==> src/rtl/dqsw_train_pkg.sv <==
// dqsw_train_pkg
// Shared definitions for the DQSW write-DQS edge trainer:
//   - train_state_e : trainer FSM state encoding
//   - Def*          : default parameter values for dqsw_edge_trainer
//   - max_u         : unsigned maximum, used to size the shared wait timer
//   - cnt_width     : counter width able to hold values 0..n-1 (at least 1 bit)
package dqsw_train_pkg;

  typedef enum logic [3:0] {
    StIdle,
    StLoad,
    StClear,
    StSettle,
    StSample,
    StStep,
    StBackoff,
    StDone,
    StFail
  } train_state_e;

  localparam int unsigned DefMaxTaps      = 128;
  localparam int unsigned DefTapW         = 8;
  localparam int unsigned DefSettleCycles = 8;
  localparam int unsigned DefSampleCycles = 16;
  localparam int unsigned DefBackoffTaps  = 4;

  function automatic int unsigned max_u(input int unsigned a, input int unsigned b);
    return (a > b) ? a : b;
  endfunction

  function automatic int unsigned cnt_width(input int unsigned n);
    return (n > 1) ? $clog2(n) : 1;
  endfunction

endpackage

==> src/rtl/dqsw_train_timer.sv <==
// dqsw_train_timer
// Loadable down-counter with a terminal-count strobe. The trainer loads it on entry to SETTLE
// and SAMPLE with (cycles - 1); tc_o is high in the last cycle of the window.
// Ports:
//   clk_i      : clock, rising edge
//   rst_ni     : asynchronous reset, active-low
//   load_i     : load load_val_i into the counter (takes priority over en_i)
//   load_val_i : value to load
//   en_i       : decrement by one (saturates at zero)
//   tc_o       : counter is zero
module dqsw_train_timer #(
  parameter int unsigned Width = 4
) (
  input  logic             clk_i,
  input  logic             rst_ni,
  input  logic             load_i,
  input  logic [Width-1:0] load_val_i,
  input  logic             en_i,
  output logic             tc_o
);

  localparam logic [Width-1:0] CntOne = Width'(1);

  logic [Width-1:0] cnt_d, cnt_q;

  always_comb begin
    cnt_d = cnt_q;
    if (load_i) begin
      cnt_d = load_val_i;
    end else if (en_i && (cnt_q != '0)) begin
      cnt_d = cnt_q - CntOne;
    end
  end

  always_ff @(posedge clk_i or negedge rst_ni) begin
    if (!rst_ni) begin
      cnt_q <= '0;
    end else begin
      cnt_q <= cnt_d;
    end
  end

  assign tc_o = (cnt_q == '0);

endmodule

==> src/rtl/dqsw_edge_trainer.sv <==
// dqsw_edge_trainer
// Write-DQS edge training controller for one lane's DQSW IOD. On START it reloads the delay
// line to tap 0, then repeats clear / settle / sample over the eye-monitor flags, stepping one
// tap forward per iteration until EARLY or LATE is seen inside a sample window. The hit tap is
// latched in EDGE_TAP, the line is backed off by up to BACKOFF_TAPS taps and DONE is raised.
// Sweeping past tap MAX_TAPS-1 or an IOD out-of-range indication raises FAIL.
// Ports:
//   FAB_CLK, ARST_N                : clock and asynchronous active-low reset
//   START, ABORT                   : training request / cancel (ABORT has priority)
//   DELAY_LINE_LOAD/MOVE/DIRECTION : delay-line control pulses to the IOD
//   EYE_MONITOR_CLEAR_FLAGS        : eye-monitor flag clear pulse to the IOD
//   DELAY_LINE_OUT_OF_RANGE        : fatal range indication from the IOD
//   EYE_MONITOR_EARLY/LATE         : eye-monitor flags from the IOD
//   BUSY, DONE, FAIL               : status (DONE/FAIL sticky until START or ABORT)
//   EDGE_TAP, CUR_TAP              : detected edge tap and tracked current tap
// All outputs are registered and derived from the next state.
module dqsw_edge_trainer
  import dqsw_train_pkg::*;
#(
  parameter int unsigned MAX_TAPS      = DefMaxTaps,
  parameter int unsigned TAP_W         = DefTapW,
  parameter int unsigned SETTLE_CYCLES = DefSettleCycles,
  parameter int unsigned SAMPLE_CYCLES = DefSampleCycles,
  parameter int unsigned BACKOFF_TAPS  = DefBackoffTaps
) (
  input  logic             FAB_CLK,
  input  logic             ARST_N,
  input  logic             START,
  input  logic             ABORT,
  output logic             DELAY_LINE_LOAD,
  output logic             DELAY_LINE_MOVE,
  output logic             DELAY_LINE_DIRECTION,
  output logic             EYE_MONITOR_CLEAR_FLAGS,
  input  logic             DELAY_LINE_OUT_OF_RANGE,
  input  logic             EYE_MONITOR_EARLY,
  input  logic             EYE_MONITOR_LATE,
  output logic             BUSY,
  output logic             DONE,
  output logic             FAIL,
  output logic [TAP_W-1:0] EDGE_TAP,
  output logic [TAP_W-1:0] CUR_TAP
);

  localparam int unsigned WaitMax = max_u(SETTLE_CYCLES, SAMPLE_CYCLES);
  localparam int unsigned CntW    = cnt_width(WaitMax);

  localparam logic [TAP_W-1:0] LastTap    = TAP_W'(MAX_TAPS - 1);
  localparam logic [TAP_W-1:0] TapOne     = TAP_W'(1);
  localparam logic [CntW-1:0]  SettleLoad = CntW'(SETTLE_CYCLES - 1);
  localparam logic [CntW-1:0]  SampleLoad = CntW'(SAMPLE_CYCLES - 1);

  train_state_e     state_d, state_q;
  logic             gap_d, gap_q;          // second cycle of a STEP/BACKOFF move (MOVE low)
  logic             hit_d, hit_q;          // any flag seen in the current sample window
  logic [TAP_W-1:0] cur_tap_d, cur_tap_q;
  logic [TAP_W-1:0] edge_tap_d, edge_tap_q;
  logic [TAP_W-1:0] bo_left_d, bo_left_q;  // decrement pulses still to issue after this one

  logic load_d, load_q;
  logic clear_d, clear_q;
  logic move_d, move_q;
  logic dir_d, dir_q;
  logic busy_d, busy_q;
  logic done_d, done_q;
  logic fail_d, fail_q;

  logic             tmr_load;
  logic [CntW-1:0]  tmr_val;
  logic             tmr_en;
  logic             tmr_tc;
  logic             flag_in;
  logic [TAP_W-1:0] bo_total;

  assign flag_in = EYE_MONITOR_EARLY | EYE_MONITOR_LATE;

  // Back-off is clamped to the edge tap so the tracked tap can never go below zero.
  assign bo_total = (32'(cur_tap_q) < BACKOFF_TAPS) ? cur_tap_q : TAP_W'(BACKOFF_TAPS);

  dqsw_train_timer #(
    .Width (CntW)
  ) u_timer (
    .clk_i      (FAB_CLK),
    .rst_ni     (ARST_N),
    .load_i     (tmr_load),
    .load_val_i (tmr_val),
    .en_i       (tmr_en),
    .tc_o       (tmr_tc)
  );

  always_comb begin
    state_d    = state_q;
    gap_d      = 1'b0;
    hit_d      = hit_q;
    cur_tap_d  = cur_tap_q;
    edge_tap_d = edge_tap_q;
    bo_left_d  = bo_left_q;
    tmr_load   = 1'b0;
    tmr_val    = SettleLoad;
    tmr_en     = 1'b0;

    if (ABORT) begin
      state_d = StIdle;
    end else if (busy_q && DELAY_LINE_OUT_OF_RANGE) begin
      state_d = StFail;
    end else begin
      case (state_q)
        StIdle, StDone, StFail: begin
          if (START) begin
            state_d   = StLoad;
            cur_tap_d = '0;
          end
        end
        StLoad: begin
          state_d = StClear;
        end
        StClear: begin
          hit_d    = 1'b0;
          state_d  = StSettle;
          tmr_load = 1'b1;
          tmr_val  = SettleLoad;
        end
        StSettle: begin
          if (tmr_tc) begin
            state_d  = StSample;
            tmr_load = 1'b1;
            tmr_val  = SampleLoad;
          end else begin
            tmr_en = 1'b1;
          end
        end
        StSample: begin
          hit_d = hit_q | flag_in;
          if (!tmr_tc) begin
            tmr_en = 1'b1;
          end else if (hit_d) begin
            edge_tap_d = cur_tap_q;
            if (bo_total == '0) begin
              state_d = StDone;
            end else begin
              state_d   = StBackoff;
              cur_tap_d = cur_tap_q - TapOne;
              bo_left_d = bo_total - TapOne;
            end
          end else if (cur_tap_q == LastTap) begin
            state_d = StFail;
          end else begin
            state_d   = StStep;
            cur_tap_d = cur_tap_q + TapOne;
          end
        end
        StStep: begin
          if (!gap_q) begin
            gap_d = 1'b1;
          end else begin
            state_d = StClear;
          end
        end
        StBackoff: begin
          if (!gap_q) begin
            gap_d = 1'b1;
          end else if (bo_left_q == '0) begin
            state_d = StDone;
          end else begin
            cur_tap_d = cur_tap_q - TapOne;
            bo_left_d = bo_left_q - TapOne;
          end
        end
        default: begin
          state_d = StIdle;
        end
      endcase
    end
  end

  // Registered outputs are decoded from the next state so they line up with the state register.
  always_comb begin
    load_d  = (state_d == StLoad);
    clear_d = (state_d == StClear);
    move_d  = ((state_d == StStep) || (state_d == StBackoff)) && !gap_d;
    dir_d   = (state_d == StStep);
    busy_d  = !(state_d inside {StIdle, StDone, StFail});
    done_d  = (state_d == StDone);
    fail_d  = (state_d == StFail);
  end

  always_ff @(posedge FAB_CLK or negedge ARST_N) begin
    if (!ARST_N) begin
      state_q    <= StIdle;
      gap_q      <= 1'b0;
      hit_q      <= 1'b0;
      cur_tap_q  <= '0;
      edge_tap_q <= '0;
      bo_left_q  <= '0;
      load_q     <= 1'b0;
      clear_q    <= 1'b0;
      move_q     <= 1'b0;
      dir_q      <= 1'b0;
      busy_q     <= 1'b0;
      done_q     <= 1'b0;
      fail_q     <= 1'b0;
    end else begin
      state_q    <= state_d;
      gap_q      <= gap_d;
      hit_q      <= hit_d;
      cur_tap_q  <= cur_tap_d;
      edge_tap_q <= edge_tap_d;
      bo_left_q  <= bo_left_d;
      load_q     <= load_d;
      clear_q    <= clear_d;
      move_q     <= move_d;
      dir_q      <= dir_d;
      busy_q     <= busy_d;
      done_q     <= done_d;
      fail_q     <= fail_d;
    end
  end

  assign DELAY_LINE_LOAD         = load_q;
  assign DELAY_LINE_MOVE         = move_q;
  assign DELAY_LINE_DIRECTION    = dir_q;
  assign EYE_MONITOR_CLEAR_FLAGS = clear_q;
  assign BUSY                    = busy_q;
  assign DONE                    = done_q;
  assign FAIL                    = fail_q;
  assign EDGE_TAP                = edge_tap_q;
  assign CUR_TAP                 = cur_tap_q;

endmodule

==> config.mk <==
export PLATFORM = sky130hd
export DESIGN_NAME = dqsw_edge_trainer
export DESIGN_NICKNAME = d
export VERILOG_FILES = /design/src/rtl/dqsw_train_pkg.sv /design/src/rtl/dqsw_train_timer.sv /design/src/rtl/dqsw_edge_trainer.sv
export SDC_FILE = /design/constraint.sdc
export NUM_CORES = 1
export LEC_CHECK = 0
export CAP_MARGIN = 20
export CORE_MARGIN = 8
export CORE_UTILIZATION = 56
export CTS_CLUSTER_SIZE = 30
export DETAILED_ROUTE_END_ITERATION = 12
export PLACE_DENSITY = 0.88
export SYNTH_ARGS = -nofsm -noshare
export SYNTH_HDL_FRONTEND = slang
export SYNTH_SLANG_ARGS = --single-unit
==> constraint.sdc <==
create_clock -name FAB_CLK -period 2.6 [get_ports FAB_CLK]
set_clock_uncertainty 0.05 [all_clocks]
set_input_delay 0.26 -clock FAB_CLK [delete_from_list [all_inputs] [get_ports FAB_CLK]]
set_output_delay 0.26 -clock FAB_CLK [all_outputs]
set_load 0.1 [all_outputs]
==> results of run 1 <==
==> worst paths after layout <==
| kind | start | depth (start not counted) | endpoint | slack (ns) |
|---|---|---|---|---|
| min | ARST_N | 1 | EDGE_TAP[4]$_DFFE_PN0P_ | 0.05 |
| max reg2reg | CUR_TAP[5]$_DFFE_PN0P_ | 7 | bo_left_q[6]$_DFFE_PN0P_ | 0.15 |
| max in group asynchronous | ARST_N | 1 | CUR_TAP[5]$_DFFE_PN0P_ | 1.78 |
| max | CUR_TAP[5]$_DFFE_PN0P_ | 7 | bo_left_q[6]$_DFFE_PN0P_ | 0.15 |
| min reg2reg | EDGE_TAP[0]$_DFFE_PN0P_ | 2 | EDGE_TAP[0]$_DFFE_PN0P_ | 0.45 |
| min in group FAB_CLK | EDGE_TAP[0]$_DFFE_PN0P_ | 2 | EDGE_TAP[0]$_DFFE_PN0P_ | 0.45 |
==> per-stage QoR <==
step / hold WS, ns / utilization / setup slack [ns] / instance area (um2)
finish: 0.0506 / 0.695 / 0.147 / 3050
floorplan: -0.0856 / - / 0.000245 / 2570
detailed placement: 0.398 / 0.676 / 0.139 / 2960
global route: 0.125 / 0.695 / 0.0256 / 3050
global placement: 0.383 / 0.676 / 0.211 / 2960
CTS: 0.0819 / 0.695 / 0.158 / 3050
==> Yosys cell counts, drive strengths merged, types with 3 or more instances <==
library cell  number  share of area
and4b              3          0.012
buf                9          0.021
o31ai             13          0.038
nor2b              3         0.0073
nand3             10          0.020
a31o               3          0.010
o211ai             4          0.012
or4                3          0.010
nand2b             6          0.015
nor4b              5          0.020
nor4              13          0.039
and2               3         0.0073
inv                9          0.013
nand2             16          0.023
a221oi             3          0.010
mux2               8          0.035
xnor2              3          0.010
a31oi              3         0.0073
o22ai              5          0.012
o21ai              8          0.016
dfrtp             41           0.40
nor3               9          0.018
ha                 4          0.020
a21oi             15          0.029
clkbuf             9          0.014
a22oi              7          0.021
nor2              22          0.032
nor3b              4          0.014
==> registers in the layout, indices dropped and copies added, names as in the netlist, 4 cells and up <==
| register | count |
|---|---|
| bo_left_q | 8 |
| CUR_TAP | 8 |
| EDGE_TAP | 8 |
| state_q | 4 |
| u_timer.cnt_q | 4 |
==> routing by layer <==
metal | wire length (um) | up-vias | GRT usage
met5 | 0 | - | 0
met4 | 133 | 0 | 0.0612
met3 | 568 | 19 | 0.0527
met2 | 3170 | 127 | 0.300
met1 | 2790 | 1199 | 0.238
li1 | - | 1133 | -
==> final cells by class <==
class / count / share of cell area
inverter: 9 / 0.0111
multi-input combinational: 207 / 0.462
sequential: 41 / 0.341
clock inverter: 3 / 0.00574
timing repair buffer: 54 / 0.136
clock buffer: 5 / 0.0226
tap: 52 / 0.0213
==> cells in the final DEF (no fill, tap or decap), drive strengths merged, types with 3 or more instances in the layout <==
| cell type | synthesis | final |
|---|---|---|
| nor2 | 22 | 22 |
| o31ai | 13 | 13 |
| or4 | 3 | 3 |
| and2 | 3 | 3 |
| nand2b | 6 | 6 |
| nor3 | 9 | 9 |
| a22oi | 7 | 7 |
| nor3b | 4 | 4 |
| mux2 | 8 | 8 |
| a221oi | 3 | 3 |
| xnor2 | 3 | 3 |
| o21ai | 8 | 8 |
| o211ai | 4 | 4 |
| inv | 9 | 9 |
| nor4 | 13 | 13 |
| nor2b | 3 | 3 |
| a31o | 3 | 3 |
| nand3 | 10 | 10 |
| buf | 9 | 49 |
| nor4b | 5 | 5 |
| clkdlybuf4s50 | 0 | 5 |
| dfrtp | 41 | 41 |
| a21oi | 15 | 15 |
| nand2 | 16 | 16 |
| a31oi | 3 | 3 |
| and4b | 3 | 3 |
| clkbuf | 9 | 5 |
| ha | 4 | 4 |
| o22ai | 5 | 5 |
==> power by group through the flow <==
stage          Combinational, mW  Sequential [mW]  Clock [mW]
5_1_grt                    0.839            0.815       0.446
3_5_place_dp               0.766            0.811           0
6_report                   0.776            0.802       0.415
3_3_place_gp               0.753            0.808           0
2_1_floorplan              0.413            0.949           0
4_1_cts                    0.772            0.799       0.422
==> cells by family after synthesis <==
family                     count (synthesis)  share of synthesized area
buffers and inverters                     27                     0.0479
xor gates and xnor gates                   5                     0.0171
adders and majority gates                  4                     0.0196
and+or+nand+nor                          113                      0.267
AOI/OAI and AO/OA                         75                      0.204
muxes                                     10                     0.0430
DFF                                       41                      0.401
==> worst max-delay path, delay by kind of cell (launching register included) <==
kind,cells,cell delay [ns]
simple gates,3,1.00
flops,1,0.48
compound gates,3,0.51
fa+ha+maj,1,0.32
==> flow_summary.yaml, run 1 <==
sta:
  hold_viol_final: 0
  worst_pin_slew_ns: 0.922
  maxSlewHeadroom: 0.386
  fin_setup_tns_ns: 0
  clock.fmax_ghz: 0.408
  slew_violations: 0
  rsz0062_at_grt: "no"
  finalCriticalPeriod_ns: 2.45
  fin_crit_sh: 0.943
  finalSetupViolCount: 0
clock_tree:
  hold_buffers: 0
  clk_pin_slew_ns: 0.08
  cts_made_buffers: 5
  clockRootBuffer: "clkbuf_8"
  cts_tree: "yes"
  htreeDepth: 2
  cts_resized: 0
  worstSkewPairLatency_ns: 0.29
  clock_path_buffers: 2
  clock-sinks: 41
  cts_setup_buffers: 0
final_layout:
  fillers: 326
  stdcell_count: 371
  n_antenna_cell: 0
  multi_input_area_um2: 1410
  drive_above_1_share: 0.263
  finalNetCount: 329
  syn2layout_area_growth_pct: 19.2
  register_area_um2: 1040
pwr:
  irDropWorstVdd_v: 0.000372
  clkPwrFrac: 0.208
  p_comb_frac: 0.389
  p_int_mw: 1.18
  p_leak_nw: 1.37
  power.total_mw: 1.99
  swShare: 0.409
  power_density_nw_per_um2: 654
  p_sw_mw: 0.816
  p_seq_frac: 0.403
placed_design:
  dpl.hpwl_um: 4780
  numPlacedInstances: 363
  io_buffers: 29
  gp_congestion: 0.890
synthesis:
  ys_seq_area_frac: 0.401
  synth_cell_type_count: 64
  syn_nets: 286
  syn_inst: 275
  postSynthAreaPerCell_um2: 9.30
  synth-main-ff-cell: "dfrtp_1"
  ys_seq_elements: 41
  async_reset_ff_frac: 1.00
  synth_edf_count: 0
  synth_warnings: 0
  syn_area_um2: 2560
global_route:
  grt_pass1_wl_um: 11300
  grt_use_total: 0.188
  grt_overflow: 0
  grt_max_degree: 42
  antenna_found_initial: 0
  grt_pass1_vias: 2396
floorplan:
  ios: 30
  initial_utilization: 0.584
  die_w_um: 83.6
  die_area_um2: 6990
  row_count: 24
  fp.coreArea_um2: 4380
  die-height_um: 83.6
route:
  dr.pass1.iters: 4
  vias: 2478
  viasPerCell: 6.68
  first_iter_violations: 210
  drt-wirelength-per-cell_um: 18.0
  drc: 0
  final_antenna_net_count: 0
  wl_um: 6670
worst_setup_path:
  critical_path_arrival_ns: 2.59
  crit_slowest_cell: "or4_1"
  crit_path_end_kind: "register"
  cp.required_ns: 2.73
  critical_path.max_fanout: 8
  crit_chain: "or4_1 > nor3_1 > a22oi_1 > ha_1 > o21ai_0 > nor4_1 > o211a_1"
  path_class: "reg2reg"
  slowest_delay_ns: 0.57
  startpoint_type: "register"
min_path:
  hold_class: "in2async"
job:
  maxCapViolCount: 0
status:
  status: "finished clean"
Note: power is estimated with default switching activity, not from simulation.
==> run 2, diff against run 1 <==
Settings changed: CTS_CLUSTER_SIZE 30 to unset.
==> results of run 2 <==
The final DEF is identical to that of run 1; final timing and power are the same.
==> run 3, diff against run 2 <==
Settings changed: CORE_ASPECT_RATIO set to 1.4.
==> run 3 against run 2 <==
Against the previous run: setup slack gained 0.022 ns; maximum frequency grew 0.92%; flip-flop and latch count is the same; critical path depth shrank 1; via count shrank 1.7%; die area grew 0.44%; clock-buffer cell count is the same; sequential power is essentially flat.
==> flow_summary.yaml, run 3 (synthesized netlist as in run 1, its figures left out) <==
clock_tree:
  hold_buffers: 0
  clockRootBuffer: "clkbuf_8"
  clock-sinks: 41
  htreeDepth: 2
  worstSkewPairLatency_ns: 0.30
  cts_tree: "yes"
  clk_pin_slew_ns: 0.08
  cts_made_buffers: 5
  clock_path_buffers: 2
final_layout:
  drive_above_1_share: 0.260
  finalNetCount: 325
  fillers: 353
  register_area_um2: 1040
  n_antenna_cell: 0
  multi_input_area_um2: 1420
  final_cell_area_um2: 3040
  layout_common_cells: "44 x buf_4, 33 x dfrtp_1, 22 x nor2_1"
  final_common_cell: "buf_4"
  syn2layout_area_growth_pct: 18.8
route:
  final_antenna_net_count: 0
  drt-wirelength-per-cell_um: 17.6
  vias: 2435
  drc: 0
  first_iter_violations: 264
  top_layer: "met4"
  wl_met2_um: 3330
  wl_um: 6630
  wl_met3_um: 492
  dr.pass1.iters: 5
  viasPerCell: 6.46
  wirelength_met1_um: 2580
pwr:
  p_leak_nw: 1.35
  irDropWorstVdd_v: 0.000380
  power_density_nw_per_um2: 653
sta:
  fin_setup_tns_ns: 0
  rsz0062_at_grt: "no"
  hold_viol_final: 0
  slew_violations: 0
  fin_crit_sh: 0.935
  clock.fmax_ghz: 0.411
  worst_pin_slew_ns: 0.878
  finalSetupViolCount: 0
  finalCriticalPeriod_ns: 2.43
  maxSlewHeadroom: 0.415
floorplan:
  die_area_um2: 7020
  fp.coreArea_um2: 4460
  die_w_um: 73.1
  die-height_um: 96.0
  ios: 30
  row_count: 29
  initial_utilization: 0.573
global_route:
  grt_overflow: 0
  grt_pass1_vias: 2345
  grt_max_degree: 42
  grt_use_total: 0.199
  grt_pass1_wl_um: 11000
  antenna_found_initial: 0
placed_design:
  io_buffers: 29
  dpl.hpwl_um: 4780
  placed_area_um2: 2950
  gp_congestion: 0.897
worst_setup_path:
  slowest_delay_ns: 0.49
  crit_slowest_cell: "nor4_1"
  crit_chain: "buf_4 > nor4_1 > a21oi_1 > or4_4 > a31o_2 > mux2i_1"
  critical_path.max_fanout: 10
  critical_path_arrival_ns: 2.59
  path_class: "reg2reg"
  cp.required_ns: 2.76
  crit_path_end_kind: "register"
  startpoint_type: "register"
status:
  status: "finished clean"
job:
  maxCapViolCount: 0
min_path:
  hold_class: "in2async"
run 3: cell count changes in the layout (fill, tap and decap cells not counted):
cell     delta
o21ai_2     +1
nor3_1      -1
nor3_2      +1
o21ai_1     -1
buf_4       -4
run 3: cell type report:
type / instances / area share
multi-input combinational: 207 / 0.467
sequential: 41 / 0.342
timing repair buffer: 50 / 0.127
tap: 62 / 0.0255
clock buffer: 5 / 0.0226
inverter: 9 / 0.0111
clock inverter: 3 / 0.00576
run 3: report_power, final:
part           internal, mW  switching, mW  leakage, nW
combinational         0.265          0.508        0.769
sequential            0.716         0.0862        0.542
clock                 0.185          0.224       0.0439
total                  1.17          0.818         1.35
run 3: what timing repair did:
| item | in CTS | in global routing |
|---|---|---|
| setup buffers | 0 | 0 |
| setup endpoints to repair | 0 | 1 |
| resized for setup | 0 | 2 |
run 3: path summary, 6_finish.rpt:
check,from,end,slack (ns),cells after the start
setup / recovery,CUR_TAP[5]$_DFFE_PN0P_,BUSY$_DFF_PN0_,0.17,6
hold / removal,ARST_N,state_q[0]$_DFF_PN0_,0.01,1
setup reg to reg,CUR_TAP[5]$_DFFE_PN0P_,BUSY$_DFF_PN0_,0.17,6
hold reg to reg,EDGE_TAP[0]$_DFFE_PN0P_,EDGE_TAP[0]$_DFFE_PN0P_,0.45,2
max in group asynchronous,ARST_N,CUR_TAP[5]$_DFFE_PN0P_,1.82,1
min in group FAB_CLK,EDGE_TAP[0]$_DFFE_PN0P_,EDGE_TAP[0]$_DFFE_PN0P_,0.45,2
run 3: routing by layer:
metal	vias up	track usage
met5	-	0
met4	0	0.109
met3	22	0.0428
met2	125	0.347
met1	1156	0.219
li1	1132	-
run 3: critical path: cells and delay by family (launching register included):
| family | cells | cell delay, ns |
|---|---|---|
| muxes | 1 | 0.20 |
| and+or+nand+nor | 2 | 0.96 |
| buffers and inverters | 1 | 0.17 |
| AOI/OAI and AO/OA | 2 | 0.49 |
| DFF | 1 | 0.48 |
run 3: metrics by stage:
| stage | power [mW] | worst slack [ns] | util | instances | hold WS [ns] |
|---|---|---|---|---|---|
| final | 1.98 | 0.170 | 0.681 | 377 | 0.00953 |
| after global routing | 2.09 | 0.0535 | 0.681 | 377 | 0.109 |
| after CTS | 1.98 | 0.154 | 0.679 | 377 | 0.0620 |
| after detailed placement | 1.57 | 0.151 | 0.660 | 369 | 0.387 |
| after global placement | 1.55 | 0.212 | 0.660 | 369 | 0.379 |
| after floorplan | 1.36 | 0.000245 | - | 275 | -0.0856 |
